--- src/rtl/note_recorder.sv ---
// note_recorder -- records a stream of played notes into an external memory.
//
// Each grabar rising edge starts a new take. While grabar stays high, every
// tick_muestra samples the current octave/note, encodes it as a single code
// (1..65, or 0 for silence/invalid), and writes it to the next address in a
// one-cycle WRITE state. The take stops at the last address (FULL) unless the
// circular option is built in.
//
// Build option:
//   NOTE_RECORDER_WRAP_EN  defined -> pointer wraps to 0, FULL is never entered,
//                          largo saturates at 2**ADDR_W.
//
// Ports:
//   clk           rising-edge clock
//   rst           synchronous active-high reset
//   grabar        record request level (rising edge starts a take)
//   tick_muestra  one-cycle sample strobe
//   nro_octava    octave 1..5
//   nota_entrada  note 1..13, 0 = silence
//   mem_we        write enable, high only in WRITE
//   mem_addr      write address (held outside WRITE)
//   mem_wdata     encoded note code (held outside WRITE)
//   grabando      high in REC, WRITE and FULL
//   lleno         high in FULL
//   largo         valid entries in the current take, held until next take
module note_recorder #(
   parameter int ADDR_W = 8
) (
   input  logic              clk,
   input  logic              rst,
   input  logic              grabar,
   input  logic              tick_muestra,
   input  logic [2:0]        nro_octava,
   input  logic [3:0]        nota_entrada,
   output logic              mem_we,
   output logic [ADDR_W-1:0] mem_addr,
   output logic [7:0]        mem_wdata,
   output logic              grabando,
   output logic              lleno,
   output logic [ADDR_W:0]   largo
);

   typedef enum logic [1:0] {IDLE, REC, WRITE, FULL} state_t;

   localparam logic [ADDR_W:0] DEPTH = {1'b1, {ADDR_W{1'b0}}};
`ifndef NOTE_RECORDER_WRAP_EN
   localparam logic [ADDR_W-1:0] LAST = '1;
`endif

   state_t            state, state_d;
   logic [ADDR_W-1:0] ptr;
   logic              grabar_q;
   logic              rst_q;
   logic              rise;
   logic [7:0]        code;
   logic              start_take, latch_en, wr_done;

   // rst_q masks the first cycle after reset so a grabar level held high
   // through reset does not look like a rising edge.
   assign rise = grabar & ~grabar_q & ~rst_q;

   always_comb begin
      code = 8'd0;
      if (nro_octava >= 3'd1 && nro_octava <= 3'd5 &&
          nota_entrada >= 4'd1 && nota_entrada <= 4'd13)
         code = 8'd13 * ({5'd0, nro_octava} - 8'd1) + {4'd0, nota_entrada};
   end

   always_comb begin
      state_d    = state;
      start_take = 1'b0;
      latch_en   = 1'b0;
      wr_done    = 1'b0;
      case (state)
         IDLE: begin
            if (rise) begin
               state_d    = REC;
               start_take = 1'b1;
            end
         end
         REC: begin
            // dropping grabar wins over a same-cycle tick
            if (!grabar)
               state_d = IDLE;
            else if (tick_muestra) begin
               state_d  = WRITE;
               latch_en = 1'b1;
            end
         end
         WRITE: begin
            wr_done = 1'b1;
`ifdef NOTE_RECORDER_WRAP_EN
            state_d = grabar ? REC : IDLE;
`else
            if (ptr == LAST)
               state_d = FULL;
            else
               state_d = grabar ? REC : IDLE;
`endif
         end
         FULL: begin
            if (!grabar)
               state_d = IDLE;
         end
         default: state_d = IDLE;
      endcase
   end

   always_ff @(posedge clk) begin
      if (rst) begin
         state     <= IDLE;
         ptr       <= '0;
         mem_addr  <= '0;
         mem_wdata <= 8'd0;
         largo     <= '0;
         grabar_q  <= 1'b0;
         rst_q     <= 1'b1;
      end else begin
         state    <= state_d;
         grabar_q <= grabar;
         rst_q    <= 1'b0;
         if (start_take) begin
            ptr   <= '0;
            largo <= '0;
         end
         // address and code registers only move on entry to WRITE, so they
         // stay stable in every other state
         if (latch_en) begin
            mem_addr  <= ptr;
            mem_wdata <= code;
         end
         if (wr_done) begin
            ptr <= ptr + ADDR_W'(1);
            if (largo != DEPTH)
               largo <= largo + (ADDR_W+1)'(1);
         end
      end
   end

   assign mem_we   = (state == WRITE);
   assign grabando = (state != IDLE);
   assign lleno    = (state == FULL);

endmodule

--- config.mk ---
export PLATFORM = sky130hd
export DESIGN_NAME = note_recorder
export DESIGN_NICKNAME = d
export VERILOG_FILES = /design/src/rtl/note_recorder.sv
export SDC_FILE = /design/constraint.sdc
export NUM_CORES = 1
export LEC_CHECK = 0
export ABC_AREA = 1
export CAP_MARGIN = 20
export CORE_MARGIN = 2
export CORE_UTILIZATION = 40
export DETAILED_ROUTE_END_ITERATION = 8
export DONT_BUFFER_PORTS = 1
export SYNTH_ARGS = -nofsm -noshare
export SYNTH_HDL_FRONTEND = slang
export SYNTH_SLANG_ARGS = --single-unit
--- constraint.sdc ---
create_clock -name clk -period 5.05 [get_ports clk]
set_input_delay 0.2525 -clock clk [delete_from_list [all_inputs] [get_ports clk]]
set_output_delay 0.2525 -clock clk [all_outputs]
set_load 0.05 [all_outputs]
==> summary.md <==
| Metric | Value |
|---|---|
| Max cap viols | 0 |
| Setup violations, final | 0 |
| CTS tree | done |
| Clock Sink Count | 37 |
| M1 GR Usage | 18.9% |
| #FFs+latches synth | 37 |
| Vias | 1933 |
| Pins over their slew limit | 0 |
| Final Cell Area | 0.00236 mm² |
| Post-synthesis cell area | 0.00218 mm² |
| Fin. Hold Viols | 0 |
| Post-cts sizing count | 0 |
| Clk Latency, worst-skew pair | 0.29 ns |
| Status | finished, final reports clean |
| Tcrit/Tclk final | 53.0% |
| Initial antenna violation count | 0 |
| Maximum clock insertion buffer count | 2 |
| Clock slew at reported path FFs | 0.08 ns |
| Max-slew headroom | 55.7% |
| Total grt overflow | 0 |
| Most frequent cells in the layout | nand2_1, inv_1, dfxtp_1 |
| Mapped Avg Cell Area | 6.95 µm² |
| Synth unique cells | 25 |
| Setup crit end kind | flop |
| Final net count | 349 |
| # diodes | 0 |
| Die Area | 0.00605 mm² |
| H-tree level count | 2 |
| Core Area | 0.00517 mm² |
| DR WL/cell | 12.1 µm |
| Met3 usage | 4.65% |
| Slowest-stage cell, CP | fa_1 |
| Hold Path Stages | 1 |
| Worst Skew | 0.00514 ns |
| HPWL Detailed | 3.43 mm |
| CTS Hold Bufs | 1 |
| Final min period | 2.67 ns |
| Leak Pwr | 1.02 nW |
| Yosys warning count | 0 |
| Post-synthesis cell count | 313 |
| Root buffer cell | clkbuf_8 |
| # IOs | 39 |
| Vias in the first global route | 1819 |
| DR DRC count | 0 |
| Largest family of logic cells by synthesized area | simple AND/OR/NAND/NOR gates |
| Post-synthesis sequential area ratio | 34.0% |
| Worst Path Class, Setup | in2reg |
| DRT iter0 DRCs | 100 |
| CP Max Fanout | 3 |
| CP peak stage delay | 0.53 ns |
| Hold_sp | rst |
| Hold Path Class | in2reg |
| GRT Total Usage | 16.5% |
| Final WS setup | 2.38 ns |
| Post-synthesis adder-cell area fraction | 15.0% |
| Setup WS pre-CTS | 2.06 ns |
| Area after DPL | 0.00223 mm² |
| Cell Pwr Density | 330 mW/mm² |
| DIE HEIGHT | 77.8 µm |
| Startpoint types | input pin |
| GR Layer Usage met2 | 29.7% |
| Worst Tran Pin Value | 0.664 ns |
| CP Data Arrival Time | 2.90 ns |
| Area Overhead vs Synth | 8.68% |
| First-pass iteration count of the detailed router | 4 |
| Port Buf Inserts | 0 |
| Placement row count | 26 |
| Total CTS buffers | 5 |
| Synth Area in Compound Gates | 12.4% |
| Crit path cell chain | nor2_1 > nand2_1 > inv_1 > fa_1 > ha_1 > inv_1 > fa_1 > inv_1 > fa_1 > nand3_1 > nand2_1 > xor2_1 > nand2_1 > a21oi_1 |
| Pin count of the biggest net entering global routing | 20 |
| First-pass GRT wire length | 8.07 mm |
| Xor and xnor area share after synthesis | 0.805% |
| Share of cells above drive strength 1 | 5.38% |
| Simple-Gate Fraction of Synth Area | 28.0% |
| Initial Util | 42.1% |
| Worst R2R End | largo[0] |
| Worst vdd ir | 0.153 mV |
| Post-CTS setup repair buffer count | 0 |
| Layout fillers | 523 |
| RePlAce Congestion | 0.837 |
| Fmax achieved | 374 MHz |
| R2r setup slk | 3.19 ns |
| Syn Nets | 347 |
| RSZ-0062 raised after global routing | false |
| Routed Antenna Nets | 0 |
| Total negative slack | 0 ns |
| Vias/cell | 5.01 |
| Crit path required time | 5.27 ns |
| Multiplexer share of the synthesized area | 0% |
| Worst R2R Path Depth | 8 |
| Die X | 77.8 µm |
| Worst R2R Start | largo[0] |
| Min-Delay Endpoint | mem_wdata[0] |
| Final WL | 4.66 mm |
| Gr busiest metal | met2 |
| Commonest non-fill, non-tap cell in the layout | nand2_1 |
-- how the worst max path moves through the flow --
stage,depth (start not counted),start,endpoint
6_report,14,nro_octava[0],mem_wdata[6]
5_1_grt,14,nro_octava[0],mem_wdata[6]
4_1_cts,14,nro_octava[0],mem_wdata[6]
3_5_place_dp,14,nro_octava[0],mem_wdata[6]
3_3_place_gp,14,nro_octava[0],mem_wdata[6]
2_1_floorplan,14,nro_octava[0],mem_wdata[6]
-- layer usage --
metal,wire length (µm),vias to the layer above
li1,-,1001
met1,2080,887
met2,2290,40
met3,236,5
met4,55,0
met5,0,-
-- cell families (layout without fill, tap and decap cells) --
logic type	after synthesis	count (layout)
xor gates and xnor gates	2	2
and+or+nand+nor	145	145
AOI/OAI and AO/OA	52	52
buffers and inverters	54	57
DFF	37	37
adders and majority gates	23	23
-- worst max-delay path: cells and delay by family --
kind	cells	cell delay, ns
AO/OA/AOI/OAI	1	0.11
adder cells (fa/ha/maj)	4	1.68
AND/OR/NAND/NOR	5	0.49
buffers and inverters	3	0.23
XOR/XNOR	1	0.13
-- area by class of cell --
cell class / instances / area (µm²) / share of cell area, %
inverter: 47 / 176 / 7.46
sequential: 37 / 741 / 31.3
multi-input combinational: 222 / 1220 / 51.7
clock inverter: 2 / 37.5 / 1.59
timing repair buffer: 2 / 17.5 / 0.741
clock buffer: 6 / 82.6 / 3.49
tap: 70 / 87.6 / 3.70
-- registers in the layout (all words and copies together) (netlist names) --
name,count
rst_q,1
grabar_q,1
state,2
mem_addr,8
mem_wdata,8
ptr,8
largo,9
-- through the flow --
| step | util (%) | total power [mW] | hold WS [ns] | cells |
|---|---|---|---|---|
| floorplan | - | 0.490 | 0.280 | 313 |
| finish | 45.7 | 0.780 | 0.0214 | 386 |
| global placement | 43.2 | 0.519 | 0.281 | 377 |
| global route | 45.7 | 0.831 | 0.00522 | 386 |
| CTS | 45.7 | 0.791 | 0.0119 | 386 |
| detailed placement | 43.2 | 0.518 | 0.281 | 377 |
-- cells in the mapped netlist --
cell,count,area (µm²)
inv_2,3,11.3
nand2_1,82,308
a22oi_1,1,7.51
nor2_4,1,11.3
o221ai_1,1,8.76
ha_1,18,225
nand2_2,2,12.5
nand3_1,13,65.1
xor2_1,2,17.5
nor3_1,4,20.0
dfxtp_1,37,741
inv_1,44,165
o22ai_1,1,6.26
o211ai_1,1,7.51
clkbuf_1,3,11.3
a21oi_1,29,145
buf_4,2,15.0
fa_1,5,100
buf_2,2,10.0
nor2_1,33,124
o21ai_0,19,95.1
nand3b_1,2,15.0
nor3_2,1,10.0
nand4_1,6,37.5
nor2_2,1,6.26
-- report_power, final --
part	leakage, nW	internal [mW]	switching (mW)
combinational	0.665	0.0595	0.111
sequential	0.300	0.304	0.0366
clock	0.0574	0.161	0.108
Power figures use the tool's default switching activity.
